[src/rtl/scene_frame_sequencer_pkg.sv]
// scene_frame_sequencer_pkg: shared types for the scene frame sequencer.
// Latency: n/a (types, constants and a width helper only).
// Backpressure: n/a.
// Contents: WORD_W, coord_t (signed Q3.12), vertex_t {x,y,z,w}, seq_state_e, idx_width().
package scene_frame_sequencer_pkg;

  localparam int WORD_W = 16;

  typedef logic signed [WORD_W-1:0] coord_t;

  typedef struct packed {
    coord_t x;
    coord_t y;
    coord_t z;
    coord_t w;
  } vertex_t;

  typedef enum logic [2:0] {
    IDLE,
    RECV_VERT,
    RECV_LINE,
    DRAW,
    DONE
  } seq_state_e;

  // Index width for an n-entry store; never narrower than one bit so that a
  // single-entry store still has a legal index vector.
  function automatic int idx_width(input int n);
    return (n > 1) ? $clog2(n) : 1;
  endfunction

endpackage

[src/rtl/scene_frame_sequencer_if.sv]
// scene_word_if / scene_line_if: SPI word stream in, line draw requests out.
// Latency: n/a (wiring only).
// Backpressure: word stream has none; line requests use io_line_valid/io_line_ready.
// scene_word_if: io_spi_cs (active low), io_word_valid (1-cycle pulse), io_word.
// scene_line_if: io_line_valid, io_line_ready, endpoint 0/1 coordinates.
interface scene_word_if;
  import scene_frame_sequencer_pkg::*;

  logic              io_spi_cs;
  logic              io_word_valid;
  logic [WORD_W-1:0] io_word;

  modport master (output io_spi_cs, output io_word_valid, output io_word);
  modport slave  (input  io_spi_cs, input  io_word_valid, input  io_word);
endinterface

interface scene_line_if;
  import scene_frame_sequencer_pkg::*;

  logic   io_line_valid;
  logic   io_line_ready;
  coord_t io_x0, io_y0, io_z0, io_w0;
  coord_t io_x1, io_y1, io_z1, io_w1;

  modport master (
    output io_line_valid, input io_line_ready,
    output io_x0, output io_y0, output io_z0, output io_w0,
    output io_x1, output io_y1, output io_z1, output io_w1
  );
  modport slave (
    input io_line_valid, output io_line_ready,
    input io_x0, input io_y0, input io_z0, input io_w0,
    input io_x1, input io_y1, input io_z1, input io_w1
  );
endinterface

[src/rtl/scene_frame_sequencer_vertex_store.sv]
// vertex_store: NUM_VERTS x vertex_t register file, one component write port, two reads.
// Latency: write lands on the clock edge it is presented; reads are combinational.
// Backpressure: none; every write is accepted.
// Ports: clock, wr_en/wr_vidx/wr_comp/wr_dat, rd_a_idx->rd_a_dat, rd_b_idx->rd_b_dat.
module vertex_store
  import scene_frame_sequencer_pkg::*;
#(
  parameter int NUM_VERTS = 4,
  parameter int IDX_W     = idx_width(NUM_VERTS)
) (
  input  logic             clock,
  input  logic             wr_en,
  input  logic [IDX_W-1:0] wr_vidx,
  input  logic [1:0]       wr_comp,
  input  coord_t           wr_dat,
  input  logic [IDX_W-1:0] rd_a_idx,
  output vertex_t          rd_a_dat,
  input  logic [IDX_W-1:0] rd_b_idx,
  output vertex_t          rd_b_dat
);

  vertex_t vert_q [NUM_VERTS];
  vertex_t vert_d [NUM_VERTS];

  always_comb begin
    vert_d = vert_q;
    if (wr_en) begin
      case (wr_comp)
        2'd0: vert_d[wr_vidx].x = wr_dat;
        2'd1: vert_d[wr_vidx].y = wr_dat;
        2'd2: vert_d[wr_vidx].z = wr_dat;
        2'd3: vert_d[wr_vidx].w = wr_dat;
      endcase
    end
  end

  // Contents are fully rewritten by every frame before they are read, so the
  // store carries no reset.
  always_ff @(posedge clock) begin
    vert_q <= vert_d;
  end

  assign rd_a_dat = vert_q[rd_a_idx];
  assign rd_b_dat = vert_q[rd_b_idx];

endmodule

[src/rtl/scene_frame_sequencer.sv]
// scene_frame_sequencer: collects one SPI scene frame (vertices, then index pairs) and replays it as line requests.
// Latency: first request is valid the cycle after the last index word; one request per cycle while ready is high.
// Backpressure: payload held while io_line_valid && !io_line_ready; SPI words are never stalled (late words flag io_err).
// Ports: clock, io_aresetn (async, active low), word_if (slave: cs/word stream), line_if (master: requests),
//        io_busy (not IDLE), io_frame_done (1-cycle pulse), io_err (sticky until next frame start).
module scene_frame_sequencer
  import scene_frame_sequencer_pkg::*;
#(
  parameter int NUM_VERTS = 4,
  parameter int NUM_LINES = 4
) (
  input  logic         clock,
  input  logic         io_aresetn,
  scene_word_if.slave  word_if,
  scene_line_if.master line_if,
  output logic         io_busy,
  output logic         io_frame_done,
  output logic         io_err
);

  localparam int IDX_W  = idx_width(NUM_VERTS);
  localparam int LIDX_W = idx_width(NUM_LINES);
  localparam logic [IDX_W-1:0]  LAST_VERT = IDX_W'(NUM_VERTS - 1);
  localparam logic [LIDX_W-1:0] LAST_LINE = LIDX_W'(NUM_LINES - 1);

  // Stored index = {bad, low index bits}. "bad" folds the range check and the
  // nonzero-upper-bits check into one compare on the full received word.
  function automatic logic [IDX_W:0] enc_idx(input logic [WORD_W-1:0] w);
    return {(32'(w) >= 32'(NUM_VERTS)), w[IDX_W-1:0]};
  endfunction

  seq_state_e        state_q, state_d;
  logic [1:0]        comp_q, comp_d;
  logic [IDX_W-1:0]  vidx_q, vidx_d;
  logic [LIDX_W-1:0] lidx_q, lidx_d;
  logic              half_q, half_d;
  logic              cs_q, cs_d;
  logic              err_q, err_d;
  logic              valid_q, valid_d;
  logic              done_q, done_d;
  vertex_t           p0_q, p0_d, p1_q, p1_d;

  logic [IDX_W:0]    line_a_q [NUM_LINES];
  logic [IDX_W:0]    line_a_d [NUM_LINES];
  logic [IDX_W:0]    line_b_q [NUM_LINES];
  logic [IDX_W:0]    line_b_d [NUM_LINES];

  logic              cs_fall, cs_rise, vs_we;
  logic [LIDX_W-1:0] load_idx;
  logic [IDX_W:0]    ent_a, ent_b;
  vertex_t           rd_a, rd_b;

  assign cs_d    = word_if.io_spi_cs;
  assign cs_fall = cs_q & ~word_if.io_spi_cs;
  assign cs_rise = ~cs_q & word_if.io_spi_cs;
  assign vs_we   = (state_q == RECV_VERT) && word_if.io_word_valid;

  vertex_store #(
    .NUM_VERTS (NUM_VERTS),
    .IDX_W     (IDX_W)
  ) u_vertex_store (
    .clock    (clock),
    .wr_en    (vs_we),
    .wr_vidx  (vidx_q),
    .wr_comp  (comp_q),
    .wr_dat   (coord_t'(word_if.io_word)),
    .rd_a_idx (ent_a[IDX_W-1:0]),
    .rd_a_dat (rd_a),
    .rd_b_idx (ent_b[IDX_W-1:0]),
    .rd_b_dat (rd_b)
  );

  // Line index store write port.
  always_comb begin
    line_a_d = line_a_q;
    line_b_d = line_b_q;
    if (state_q == RECV_LINE && word_if.io_word_valid) begin
      if (!half_q) line_a_d[lidx_q] = enc_idx(word_if.io_word);
      else         line_b_d[lidx_q] = enc_idx(word_if.io_word);
    end
  end

  // Line to be loaded into the output registers on this edge. Entering DRAW
  // loads line 0; it is read from the _d side so that the index word being
  // written this very cycle is already visible.
  assign load_idx = (state_q == DRAW) ? (lidx_q + LIDX_W'(1)) : '0;
  assign ent_a    = line_a_d[load_idx];
  assign ent_b    = line_b_d[load_idx];

  always_comb begin
    state_d = state_q;
    comp_d  = comp_q;
    vidx_d  = vidx_q;
    lidx_d  = lidx_q;
    half_d  = half_q;
    err_d   = err_q;
    valid_d = valid_q;
    done_d  = 1'b0;
    p0_d    = p0_q;
    p1_d    = p1_q;

    case (state_q)
      IDLE: begin
        if (cs_fall) begin
          state_d = RECV_VERT;
          comp_d  = '0;
          vidx_d  = '0;
          lidx_d  = '0;
          half_d  = 1'b0;
          err_d   = 1'b0;
        end
      end

      RECV_VERT: begin
        if (cs_rise) begin
          state_d = IDLE;
          err_d   = 1'b1;
        end else if (word_if.io_word_valid) begin
          comp_d = comp_q + 2'd1;
          if (comp_q == 2'd3) begin
            if (vidx_q == LAST_VERT) begin
              vidx_d  = '0;
              state_d = RECV_LINE;
            end else begin
              vidx_d = vidx_q + IDX_W'(1);
            end
          end
        end
      end

      RECV_LINE: begin
        if (cs_rise) begin
          state_d = IDLE;
          err_d   = 1'b1;
        end else if (word_if.io_word_valid) begin
          half_d = ~half_q;
          if (half_q) begin
            if (lidx_q == LAST_LINE) begin
              lidx_d  = '0;
              state_d = DRAW;
              valid_d = ~(ent_a[IDX_W] | ent_b[IDX_W]);
              err_d   = err_q | ent_a[IDX_W] | ent_b[IDX_W];
              if (!(ent_a[IDX_W] | ent_b[IDX_W])) begin
                p0_d = rd_a;
                p1_d = rd_b;
              end
            end else begin
              lidx_d = lidx_q + LIDX_W'(1);
            end
          end
        end
      end

      DRAW: begin
        if (word_if.io_word_valid) err_d = 1'b1;
        // A slot ends on acceptance, or after its single cycle if skipped.
        if (!valid_q || line_if.io_line_ready) begin
          if (lidx_q == LAST_LINE) begin
            state_d = DONE;
            valid_d = 1'b0;
            done_d  = 1'b1;
          end else begin
            lidx_d  = load_idx;
            valid_d = ~(ent_a[IDX_W] | ent_b[IDX_W]);
            if (ent_a[IDX_W] | ent_b[IDX_W]) begin
              err_d = 1'b1;
            end else begin
              p0_d = rd_a;
              p1_d = rd_b;
            end
          end
        end
      end

      DONE: begin
        if (word_if.io_word_valid) err_d = 1'b1;
        state_d = IDLE;
      end

      default: state_d = IDLE;
    endcase
  end

  always_ff @(posedge clock or negedge io_aresetn) begin
    if (!io_aresetn) begin
      state_q <= IDLE;
      comp_q  <= '0;
      vidx_q  <= '0;
      lidx_q  <= '0;
      half_q  <= 1'b0;
      cs_q    <= 1'b1;
      err_q   <= 1'b0;
      valid_q <= 1'b0;
      done_q  <= 1'b0;
      p0_q    <= '0;
      p1_q    <= '0;
    end else begin
      state_q <= state_d;
      comp_q  <= comp_d;
      vidx_q  <= vidx_d;
      lidx_q  <= lidx_d;
      half_q  <= half_d;
      cs_q    <= cs_d;
      err_q   <= err_d;
      valid_q <= valid_d;
      done_q  <= done_d;
      p0_q    <= p0_d;
      p1_q    <= p1_d;
    end
  end

  // Index pairs are rewritten by every frame before use; no reset needed.
  always_ff @(posedge clock) begin
    line_a_q <= line_a_d;
    line_b_q <= line_b_d;
  end

  assign line_if.io_line_valid = valid_q;
  assign line_if.io_x0 = p0_q.x;
  assign line_if.io_y0 = p0_q.y;
  assign line_if.io_z0 = p0_q.z;
  assign line_if.io_w0 = p0_q.w;
  assign line_if.io_x1 = p1_q.x;
  assign line_if.io_y1 = p1_q.y;
  assign line_if.io_z1 = p1_q.z;
  assign line_if.io_w1 = p1_q.w;

  assign io_busy       = (state_q != IDLE);
  assign io_frame_done = done_q;
  assign io_err        = err_q;

endmodule

[src/flat_wrapper.sv]
// flat-port wrapper written by rule: the top's interface ports become plain ports
module scene_frame_sequencer_flat import scene_frame_sequencer_pkg::*;
#(
  parameter int NUM_VERTS = 4,
  parameter int NUM_LINES = 4
)
  (clock, io_aresetn, io_busy, io_frame_done, io_err, word_if_io_spi_cs, word_if_io_word_valid, word_if_io_word, line_if_io_line_valid, line_if_io_line_ready, line_if_io_x0, line_if_io_y0, line_if_io_z0, line_if_io_w0, line_if_io_x1, line_if_io_y1, line_if_io_z1, line_if_io_w1);
  scene_word_if word_if_i ();
  scene_line_if line_if_i ();
  input  logic clock;
  input  logic io_aresetn;
  output logic io_busy;
  output logic io_frame_done;
  output logic io_err;
  input wire logic [$bits(word_if_i.io_spi_cs)-1:0] word_if_io_spi_cs;
  input wire logic [$bits(word_if_i.io_word_valid)-1:0] word_if_io_word_valid;
  input wire logic [$bits(word_if_i.io_word)-1:0] word_if_io_word;
  output wire logic [$bits(line_if_i.io_line_valid)-1:0] line_if_io_line_valid;
  input wire logic [$bits(line_if_i.io_line_ready)-1:0] line_if_io_line_ready;
  output wire logic [$bits(line_if_i.io_x0)-1:0] line_if_io_x0;
  output wire logic [$bits(line_if_i.io_y0)-1:0] line_if_io_y0;
  output wire logic [$bits(line_if_i.io_z0)-1:0] line_if_io_z0;
  output wire logic [$bits(line_if_i.io_w0)-1:0] line_if_io_w0;
  output wire logic [$bits(line_if_i.io_x1)-1:0] line_if_io_x1;
  output wire logic [$bits(line_if_i.io_y1)-1:0] line_if_io_y1;
  output wire logic [$bits(line_if_i.io_z1)-1:0] line_if_io_z1;
  output wire logic [$bits(line_if_i.io_w1)-1:0] line_if_io_w1;
  assign word_if_i.io_spi_cs = word_if_io_spi_cs;
  assign word_if_i.io_word_valid = word_if_io_word_valid;
  assign word_if_i.io_word = word_if_io_word;
  assign line_if_io_line_valid = line_if_i.io_line_valid;
  assign line_if_i.io_line_ready = line_if_io_line_ready;
  assign line_if_io_x0 = line_if_i.io_x0;
  assign line_if_io_y0 = line_if_i.io_y0;
  assign line_if_io_z0 = line_if_i.io_z0;
  assign line_if_io_w0 = line_if_i.io_w0;
  assign line_if_io_x1 = line_if_i.io_x1;
  assign line_if_io_y1 = line_if_i.io_y1;
  assign line_if_io_z1 = line_if_i.io_z1;
  assign line_if_io_w1 = line_if_i.io_w1;
  scene_frame_sequencer #(.NUM_VERTS(NUM_VERTS), .NUM_LINES(NUM_LINES)) u_core (.clock(clock), .io_aresetn(io_aresetn), .word_if(word_if_i), .line_if(line_if_i), .io_busy(io_busy), .io_frame_done(io_frame_done), .io_err(io_err));
endmodule
[config.mk]
export PLATFORM = sky130hd
export DESIGN_NAME = scene_frame_sequencer_flat
export DESIGN_NICKNAME = d
export VERILOG_FILES = /design/src/rtl/scene_frame_sequencer_pkg.sv /design/src/rtl/scene_frame_sequencer_if.sv /design/src/rtl/scene_frame_sequencer_vertex_store.sv /design/src/rtl/scene_frame_sequencer.sv /design/src/flat_wrapper.sv
export SDC_FILE = /design/constraint.sdc
export NUM_CORES = 1
export LEC_CHECK = 0
export BUFFER_PORTS_ARGS = -buffer_cell sky130_fd_sc_hd__buf_2
export CAP_MARGIN = 40
export CORE_ASPECT_RATIO = 0.75
export CORE_MARGIN = 2
export CORE_UTILIZATION = 35
export CTS_CLUSTER_DIAMETER = 150
export DETAILED_ROUTE_END_ITERATION = 8
export MAX_ROUTING_LAYER = met4
export SYNTH_ARGS = -nofsm -noshare
export SYNTH_HDL_FRONTEND = slang
export SYNTH_SLANG_ARGS = --single-unit
[constraint.sdc]
create_clock -name clock -period 12.4 [get_ports clock]
set_clock_uncertainty 0.1 [all_clocks]
set_input_delay 0.62 -clock clock [delete_from_list [all_inputs] [get_ports clock]]
set_output_delay 0.62 -clock clock [all_outputs]
set_load 0.005 [all_outputs]
======== After elaboration in Yosys (flattened, before gate mapping) ========
Cells that the tools add are included.
word-level totals
  output and inout bits ................... 132
  register bits after elaboration ......... 422
operators by class
  reduce and logical (&&, ||, !) cells .... 22
  equal/unequal tests ..................... 27
  bitwise logic cells ..................... 14
  mux-type cells .......................... 102
  order comparisons ....................... 8
  $add $sub $neg .......................... 3
operator list
  cell                   number
  $mux W64               19
  $bwmux W256            4
  $pmux W256 S4          1
  $demux W64 S2          4
  $bmux W64 S2           2
  $pmux W64 S2           2
  $mux W12               4
  $mux W3                16
  $mux W48               1
  $mux W32               1
  $mux W2                14
  $bwmux W12             2
  $mux W1                21
  $ne A2 B2 Y1 const B   9
  $ge A16 B3 Y1 const B  1
  $mux W16               1
  $ge A3 B3 Y1 const B   5
  $ne A3 B2 Y1 const B   5
  $not A2 Y3             5
  $reduce_and A7 Y1      2
  $bmux W3 S2            2
  $pmux W3 S4            1
  $reduce_and A6 Y1      2
  $reduce_and A9 Y1      1
  other kinds (27)       51

======== Logic depth before layout (Yosys ltp) ========
Gate-level depths: netlist of the first run.
  depth after elaboration ................. 21
  gate-level depth with buffers ........... 13
  gate-level depth less buffers ........... 8

======== By module ========
A second synthesis of the first run with hierarchy kept.
second synthesis, totals
  cell total of the unflattened synthesis .. 1633
  area, all modules ....................... 23501.3 um^2
by module, submodules not included
  module                 instances  sequential area each (um^2)  area each (um^2)  cells an instance
  vertex_store           1          7687.4                       16045.4           1144
  scene_frame_sequencer  1          4035.1                       7455.9            489

======== Least setup slack after synthesis of the first run ========
OpenSTA, ideal clock, no wires.
  path kind ............................... register -> register
  start point ............................. reg u_core.state_q[0]
  end point ............................... reg (tool-made name)
  setup slack ............................. 2281 ps
  stages on the path, launching flop included .. 7
  clock period less this slack ............ 10119 ps
  required time ........................... 11552 ps
  setup time .............................. 748 ps
  data arrival time ....................... 9271 ps
  cell sequence ........................... dfrtp_1 buf_2 buf_2 clkinv_1 nor3_1 nand2_1 nor2_1
RTL lines
  what                    RTL line                      source
  start, declared         scene_frame_sequencer.sv:32   seq_state_e state_q, state_d;
  start signal, assigned  scene_frame_sequencer.sv:198  state_q <= state_d;

======== Final worst setup path of the first run ========
  start point ............................. reg u_core.lidx_q[0]
  end point ............................... reg u_core.p0_q, in the netlist u_core.line_if.io_y0[14]
between the ends
  word-level cells in the longest chain between the ends .. 21
  elaborated cells between the ends (all ways) .. 38
  those cells by class .................... 1 x add/sub; 2 x order compare; 3 x eq/ne; 26 x mux; 4 x bitwise; 2 x reduce/logical
ends and longest elaborated chain
  what                                                                RTL line                                                    source
  start, declared                                                     scene_frame_sequencer.sv:35                                 logic [LIDX_W-1:0] lidx_q, lidx_d;
  start signal, assigned                                              scene_frame_sequencer.sv:201                                lidx_q <= lidx_d;
  $not A2 Y3 (not written as such)                                    scene_frame_sequencer.sv:78, scene_frame_sequencer.sv:79
  $ge A3 B3 Y1 (not written as such) or $lt A3 B1 Y1 (tied branches)  scene_frame_sequencer.sv:78, scene_frame_sequencer.sv:79
  $logic_and A1 B1 Y1 (not written as such)                           scene_frame_sequencer.sv:78, scene_frame_sequencer.sv:79
  $mux W3 (not written as such)                                       scene_frame_sequencer.sv:78, scene_frame_sequencer.sv:79
  $demux W3 S2                                                        scene_frame_sequencer.sv:78, scene_frame_sequencer.sv:79
  $bwmux W12                                                          scene_frame_sequencer.sv:78                                 if (!half_q) line_a_d[lidx_q] = enc_idx(word_if.io_word);
  $mux W12                                                            scene_frame_sequencer.sv:78
  $mux W12                                                            scene_frame_sequencer.sv:77                                 if (state_q == RECV_LINE && word_if.io_word_valid) begin
  [4 not listed]                                                      -
  $bmux W64 S2                                                        scene_frame_sequencer_vertex_store.sv:43                    assign rd_a_dat = vert_q[rd_a_idx];
  $mux W64 (not written as such) (2 in series)                        scene_frame_sequencer_vertex_store.sv:43
  $mux W64                                                            scene_frame_sequencer.sv:143, scene_frame_sequencer.sv:165
  $mux W64                                                            scene_frame_sequencer.sv:138                                if (lidx_q == LAST_LINE) begin
  $mux W64                                                            scene_frame_sequencer.sv:137                                if (half_q) begin
  $mux W64                                                            scene_frame_sequencer.sv:135                                end else if (word_if.io_word_valid) begin
  $mux W64                                                            scene_frame_sequencer.sv:132                                if (cs_rise) begin
  $pmux W64 S2                                                        scene_frame_sequencer.sv:102                                case (state_q)
  end signal, assigned                                                scene_frame_sequencer.sv:207                                p0_q <= p0_d;
  end, declared                                                       scene_frame_sequencer.sv:41                                 vertex_t p0_q, p0_d, p1_q, p1_d;
Parallel ways exist; a longest one is shown, timed or not. The select of a mux whose other input is x is not followed.
A chain may end at the register's enable or synchronous reset.

==> reports/qor.tcl, run 1 <==
set qor(preCtsSetupSlack_ns) 7.667
set qor(drv.max_cap_violation_count) 0
set qor(timing.critical_path.mode_cell) {buf_4}
set qor(hold_class) {in2reg}
set qor(critical_path.endpoint_type) {register}
set qor(initial_utilization_pct) 35.18
set qor(first_iter_violations) 3813
set qor(cp_cell_sequence) {inv_1, ha_1, nand4b_1, buf_4, buf_4, nor2_1, a31oi_1, o21ai_1, o211ai_1, buf_4, buf_4, mux2_1}
set qor(cts.path.max_buffers) 3
set qor(rows) 85
set qor(final_util_pct) 39.32
set qor(finalMaxSlewViolations) 0
set qor(crit_path_max_fanout) 52
set qor(routed_wl_um) 100500
set qor(ys_seq_area_share_pct) 46.63
set qor(timing.critical_path.from_type) {register}
set qor(cts_root_buffer) {clkbuf_16}
set qor(worst-endpoint-required_ns) 12.78
set qor(drcViolationCount) 0
set qor(cts.clk_slew.worst_paths_ns) 0.07
set qor(synthCells) 2569
set qor(critical_path.top_delay_family) {buffers and inverters}
set qor(grt_pass1_wl_um) 148000
set qor(grtUsageTotal_pct) 26.93
set qor(yosysUniqueCellTypes) 66
set qor(chip_height_um) 236.1
set qor(avgRoutedWirePerCell_um) 28.57
set qor(finalSetupTns_ns) 0
set qor(detailedPlacementHpwl_um) 60560
set qor(cts_max_level) 2
set qor(ant_nets) 0
set qor(vias) 23236
set qor(cellPowerDensity_nw_per_um2) 278.8
set qor(global_route.overflow_total) 0
set qor(gp_routability_congestion) 0.8845
set qor(skew_pair_late_insertion_delay_ns) 0.61
set qor(timing.final.ws_setup_ns) 7.530
set qor(synth_fp_nets) 2602
set qor(most_frequent_cells_in_the_layout) {o21ai_0, edfxtp_1, inv_1, a22o_1, buf_2}
set qor(drt_pass1_iterations) 6
set qor(post_synth.cell_area_avg_um2) 9.786
set qor(num-fill-cells) 7055
set qor(crit_path_top_delay_cell) {buf_4}
set qor(synthesis.area_um2) 25140
set qor(ys.warnings.count) 0
set qor(rsz0062_at_grt) {false}
set qor(nets) 2556
set qor(io-pin-count) 153
set qor(timing.final.setup_violations) 0
set qor(cts.repair.resized) 0
set qor(place.port_buffers) 152
set qor(cts_buffers) 46
set qor(synth-edff-count) 256
set qor(postSynth.topFlopCell) {edfxtp_1}
set qor(die_width_um) 313.5
set qor(core_ar_um2) 71470
set qor(irDropWorstVdd_mv) 0.2178
set qor(clock_sink_count) 422
set qor(grt_pass1_vias) 21893
set qor(timing_worst_setup_path_type) {reg2reg}
set qor(status) {completed}
set qor(area_growth_pct) 11.78
set qor(grt_max_degree) 93
set qor(cp_slowest_stage_delay_ns) 0.76
set qor(initial_antenna_violation_count) 4
set qor(critPathArrivalTime_ns) 5.25
set qor(crit_buf_inv) 5
set qor(p_leak_nw) 11.04
set qor(routed_via_density) 6.603
set qor(timing.final.hold_violations) 0
set qor(worst_slew_margin_rel_pct) 29.51
set qor(post_route_cells_drive_above_1_share_pct) 13.63
set qor(fp.dieArea_um2) 74010
set qor(tightestPinTransition_ns) 1.057
set qor(final_min_period_over_clock_period_pct) 39.27
set qor(final.min_clock_period_ns) 4.870
set qor(synth-async-reset-ratio_pct) 33.65
set qor(timing.fmax_mhz) 205.4
set qor(synth_seq_cells) 422
set qor(cts_tree) {yes}
set qor(finalHoldWorstSlack_ns) 0.05481
set qor(mostFrequentLayoutCell) {o21ai_0}
==> metrics by stage <==
stage	cells	cell area, um2	power [W]
floorplan	2569	25140	0.004872
global placement	3412	26220	0.006235
detailed placement	3431	26670	0.006382
CTS	3517	28100	0.007744
global route	3519	28100	0.008178
finish	3519	28100	0.007835
==> layer usage <==
| metal | vias to the layer above | part of all wire, % | wire length (um) | GRT usage [%] |
|---|---|---|---|---|
| li1 | 9762 | - | - | - |
| met1 | 11410 | 41 | 41300 | 37.52 |
| met2 | 1807 | 42 | 41730 | 36.89 |
| met3 | 257 | 14 | 13780 | 7.860 |
| met4 | 0 | 3.7 | 3728 | 9.410 |
| met5 | - | 0 | 0 | - |
==> path summary, 6_finish.rpt <==
| kind | startpoint | to | slack [ns] | cells after the start |
|---|---|---|---|---|
| max reg2reg | u_core.lidx_q[0]$_DFFE_PN0P_ | u_core.line_if.io_y0[14]$_DFFE_PN0P_ | 7.53 | 12 |
| max | u_core.lidx_q[0]$_DFFE_PN0P_ | u_core.line_if.io_y0[14]$_DFFE_PN0P_ | 7.53 | 12 |
| min in group asynchronous | io_aresetn | u_core.line_if.io_w0[11]$_DFFE_PN0P_ | 0.40 | 2 |
| max in group asynchronous | io_aresetn | u_core.cs_q$_DFF_PN1_ | 10.25 | 5 |
| min | word_if_io_spi_cs | u_core.cs_q$_DFF_PN1_ | 0.05 | 1 |
| min reg2reg | u_core.line_a_q[9]$_DFF_P_ | u_core.line_a_q[9]$_DFF_P_ | 0.35 | 2 |
==> timing repair <==
action                                 CTS  global route
endpoints found under the hold margin   34             0
hold buffers                             1             0
setup buffers                            0             0
==> cells by family (layout without fill, tap and decap cells) <==
logic type	after synthesis	after routing	synth area share [%]
AOI/OAI and AO/OA	1071	1071	29.91
and+or+nand+nor	358	358	7.351
DFF	422	422	46.63
buffers and inverters	562	553	9.307
adders and majority gates	12	12	0.5972
muxes	144	144	6.206
other	0	2	0
==> power breakdown <==
part | leakage [nW] | internal (W) | switching, W | total, W
registers | 4.23 | 0.00200 | 0.000362 | 0.00236
clock network | 0.696 | 0.000742 | 0.000615 | 0.00136
logic | 6.11 | 0.00148 | 0.00264 | 0.00412
total | 11.0 | 0.00422 | 0.00362 | 0.00784
==> cells in the mapped netlist (7+ instances only) <==
cell type	n	area, um2
o21ai_0	378	1892
nor3_1	52	260.3
a22o_1	251	2198
o21bai_1	16	120.1
nor4_1	68	425.4
mux2_2	36	405.4
nand3_1	77	385.4
o32ai_1	50	437.9
dfxtp_1	24	480.5
a2111oi_0	63	551.8
buf_6	15	168.9
ha_1	12	150.1
a311oi_1	79	691.9
mux2_1	59	664.4
o22a_1	16	140.1
nor2_1	25	93.84
buf_2	49	245.2
a21oi_1	115	575.6
mux2i_1	49	490.5
buf_4	15	112.6
a311o_1	49	490.5
dfrtp_1	141	3528
nand2_1	97	364.1
and2_1	7	43.79
edfxtp_1	256	7687
buf_1	18	67.56
a22oi_1	19	142.6
clkbuf_1	212	795.8
inv_1	252	945.9
==> final cells by class <==
| cell class | instances | area [um2] | share of cell area [%] |
|---|---|---|---|
| Clock buffer | 71 | 1335 | 4.751 |
| Clock inverter | 14 | 86.33 | 0.3072 |
| Tap cell | 957 | 1197 | 4.261 |
| Multi-Input combinational cell | 1585 | 11260 | 40.06 |
| Sequential cell | 422 | 11720 | 41.71 |
| Timing Repair Buffer | 215 | 1548 | 5.508 |
| Antenna cell | 2 | 5.005 | 0.01781 |
| Inverter | 253 | 949.7 | 3.379 |
Note: power is estimated with default switching activity, not from simulation.
==> inputs of run 2 (changes only) <==
==> constraint.sdc (replaced) <==
create_clock -name clock -period 4.3 [get_ports clock]
set_clock_uncertainty 0.1 [all_clocks]
set_input_delay 0.215 -clock clock [delete_from_list [all_inputs] [get_ports clock]]
set_output_delay 0.215 -clock clock [all_outputs]
set_load 0.005 [all_outputs]
==> reports/qor.tcl, run 2 (synthesis gave the netlist of run 1 again) <==
set qor(hold_class) {in2reg}
set qor(place.port_buffers) 152 ;# unchanged
set qor(highest_layer) {met4}
set qor(final_min_period_over_clock_period_pct) 91.82 ;# +53 points
set qor(routed_wl_um) 99320 ;# -1.2%
set qor(cts.clk_slew.worst_paths_ns) 0.06 ;# about the same
set qor(timing.fmax_mhz) 253.3 ;# +23%
set qor(preCtsSetupSlack_ns) 0.5546 ;# -7.112 ns
set qor(ff2ff_path_depth) 7 ;# -5
set qor(cts_max_level) 2 ;# unchanged
set qor(wl_met3_um) 13300 ;# -3.4%
set qor(final.min_clock_period_ns) 3.948 ;# -0.9215 ns
set qor(area_growth_pct) 13.33
set qor(skew_pair_late_insertion_delay_ns) 0.59 ;# -0.02 ns
set qor(crit_path_max_fanout) 128 ;# +150%
set qor(timing.final.ws_setup_ns) 0.3517 ;# -7.179 ns
set qor(irDropWorstVdd_mv) 0.8827 ;# +310%
set qor(grt_pass1_vias) 21934 ;# +0.19%
set qor(finalMaxSlewViolations) 0 ;# unchanged
set qor(placed_cell_area_um2) 26950 ;# +1.1%
set qor(vias) 23268 ;# +0.14%
set qor(finalInstanceArea_um2) 28490 ;# +1.4%
set qor(nets) 2591 ;# +1.4%
set qor(rows) 85 ;# unchanged
set qor(timing.final.hold_violations) 0 ;# unchanged
set qor(mostFrequentLayoutCell) {o21ai_0}
set qor(io-pin-count) 153 ;# unchanged
set qor(initial_utilization_pct) 35.18 ;# unchanged
set qor(p_switching_w) 0.01038 ;# +190%
set qor(crit_path_top_delay_cell) {and4bb_1}
set qor(tightestPinTransition_ns) 0.8899 ;# -0.1674 ns
set qor(post_route_cells_drive_above_1_share_pct) 14.61 ;# +0.98 points
set qor(timing.critical_path.from_type) {register}
set qor(most_frequent_cells_in_the_layout) {o21ai_0, edfxtp_1, inv_1, a22o_1, buf_2}
set qor(cts.repair.resized) 0 ;# unchanged
set qor(cp_slowest_stage_delay_ns) 0.79 ;# +0.03 ns
set qor(cellPowerDensity_nw_per_um2) 807.2 ;# +190%
set qor(ff_latch_area_um2) 11720 ;# unchanged
set qor(grt_max_degree) 129 ;# +39%
set qor(finalHoldWorstSlack_ns) 0.02494 ;# -0.02987 ns
set qor(drcViolationCount) 0 ;# unchanged
set qor(worst_slew_margin_rel_pct) 40.67 ;# +11 points
set qor(combPwrFrac_pct) 53.8 ;# +1.2 points
set qor(routed_via_density) 6.545 ;# -0.88%
set qor(core_ar_um2) 71470 ;# unchanged
set qor(avgRoutedWirePerCell_um) 27.94 ;# -2.2%
set qor(drt_pass1_iterations) 7 ;# +1
set qor(finalSetupTns_ns) 0 ;# unchanged
set qor(cts_tree) {yes}
set qor(chip_height_um) 236.1 ;# unchanged
set qor(timing_worst_setup_path_type) {reg2reg}
set qor(clock_sink_count) 422 ;# unchanged
set qor(cts_buffers) 45 ;# -2.2%
set qor(worst-endpoint-required_ns) 4.72 ;# -8.06 ns
set qor(hold-path-cell-count) 2 ;# +1
set qor(status) {completed}
set qor(detailedPlacementHpwl_um) 61490 ;# +1.5%
set qor(ant_nets) 0 ;# unchanged
set qor(power.share.switching_pct) 45.14 ;# -1.0 points
set qor(rsz0062_at_grt) {false}
set qor(grt_pass1_wl_um) 147000 ;# -0.65%
set qor(cp_cell_sequence) {and4bb_1, o22ai_1, a211oi_4, buf_12, a2111oi_0, a311oi_1, mux2_1}
set qor(dr_wl_met2_um) 41010 ;# -1.7%
set qor(drv.max_cap_violation_count) 0 ;# unchanged
set qor(power.sequential.fraction_pct) 28.9 ;# -1.2 points
set qor(fp.dieArea_um2) 74010 ;# unchanged
set qor(critical_path.endpoint_type) {register}
set qor(first_iter_violations) 3645 ;# -4.4%
set qor(clockPowerShare_pct) 17.3 ;# about the same
set qor(p_leak_nw) 11.25 ;# +1.9%
set qor(critPathArrivalTime_ns) 4.37 ;# -0.88 ns
set qor(num-fill-cells) 6902 ;# -2.2%
set qor(met1Wirelength_um) 41630 ;# +0.80%
set qor(die_width_um) 313.5 ;# unchanged
set qor(global_route.overflow_total) 0 ;# unchanged
set qor(initial_antenna_violation_count) 6 ;# +2
set qor(cts_root_buffer) {clkbuf_16}
set qor(grtUsageTotal_pct) 26.68 ;# -0.25 points
set qor(gp_routability_congestion) 0.9123 ;# +3.1%
set qor(cts.path.max_buffers) 3 ;# unchanged
set qor(internal_power_w) 0.01262 ;# +200%
set qor(multi_input_combinational_cell_area_um2) 11270 ;# about the same
set qor(timing.final.setup_violations) 0 ;# unchanged
## run 2: cell count changes in the layout (fill, tap and decap cells not counted), sizes merged
cell	change
clkinvlp	-1
diode	+2
clkinv	-8
clkbuf	+7
buf	+29
dlygate4sd3	+7
## run 2: critical path, delay by kind of cell, from the launching register on
| kind | cells | cell delay [ns] |
|---|---|---|
| multiplexers | 1 | 0.22 |
| AO/OA/AOI/OAI | 4 | 1.50 |
| flip-flops | 1 | 0.62 |
| buffers and inverters | 1 | 0.53 |
| AND/OR/NAND/NOR | 1 | 0.79 |
## run 2: stage by stage
step           std cells  util (%)  power, W
4_1_cts             3551     39.85   0.02281
5_1_grt             3553     39.86   0.02405
3_5_place_dp        3460     37.71   0.01879
3_3_place_gp        3458     37.64   0.01856
6_report            3555     39.87   0.02300
2_1_floorplan       2569         -   0.01403
## run 2: area by class of cell
type | instances | area share [%]
diodes | 4 | 0.03513
clock buffers | 78 | 4.967
clock inverters | 5 | 0.1361
inverters | 253 | 3.351
multi-input cells | 1585 | 39.54
flip-flops and latches | 422 | 41.14
well taps | 957 | 4.203
repair buffers | 251 | 6.627
## run 2: timing repair
action / in CTS / in global routing
hold buffers: 8 / 0
hold endpoints to repair: 89 / 0
endpoints found under the setup margin: 0 / 0
setup buffers: 0 / 0
## run 2: worst paths after layout
kind	startpoint	to	slack [ns]
max in group asynchronous	io_aresetn	u_core.line_if.io_x1[4]$_DFFE_PN0P_	2.92
hold reg to reg	u_core.line_a_q[9]$_DFF_P_	u_core.line_a_q[9]$_DFF_P_	0.34
setup / recovery	u_core.state_q[2]$_DFFE_PN0P_	u_core.line_if.io_y0[5]$_DFFE_PN0P_	0.35
setup reg to reg	u_core.state_q[2]$_DFFE_PN0P_	u_core.line_if.io_y0[5]$_DFFE_PN0P_	0.35
hold / removal	word_if_io_word[12]	register	0.02
min in group asynchronous	io_aresetn	u_core.line_if.io_y0[11]$_DFFE_PN0P_	0.04
## run 2: power groups by stage
stage	sequential [W]	combinational, W	clock (W)
2_1_floorplan	0.00639	0.00764	0
3_3_place_gp	0.00666	0.0119	0
3_5_place_dp	0.00670	0.0121	0
4_1_cts	0.00663	0.0121	0.00403
5_1_grt	0.00675	0.0131	0.00418
6_report	0.00665	0.0124	0.00397
## run 2: layer usage
layer / GRT usage, % / vias up
li1: - / 9839
met5: - / -
met4: 9.018 / 0
met3: 7.570 / 211
met1: 37.68 / 11475
met2: 36.26 / 1743
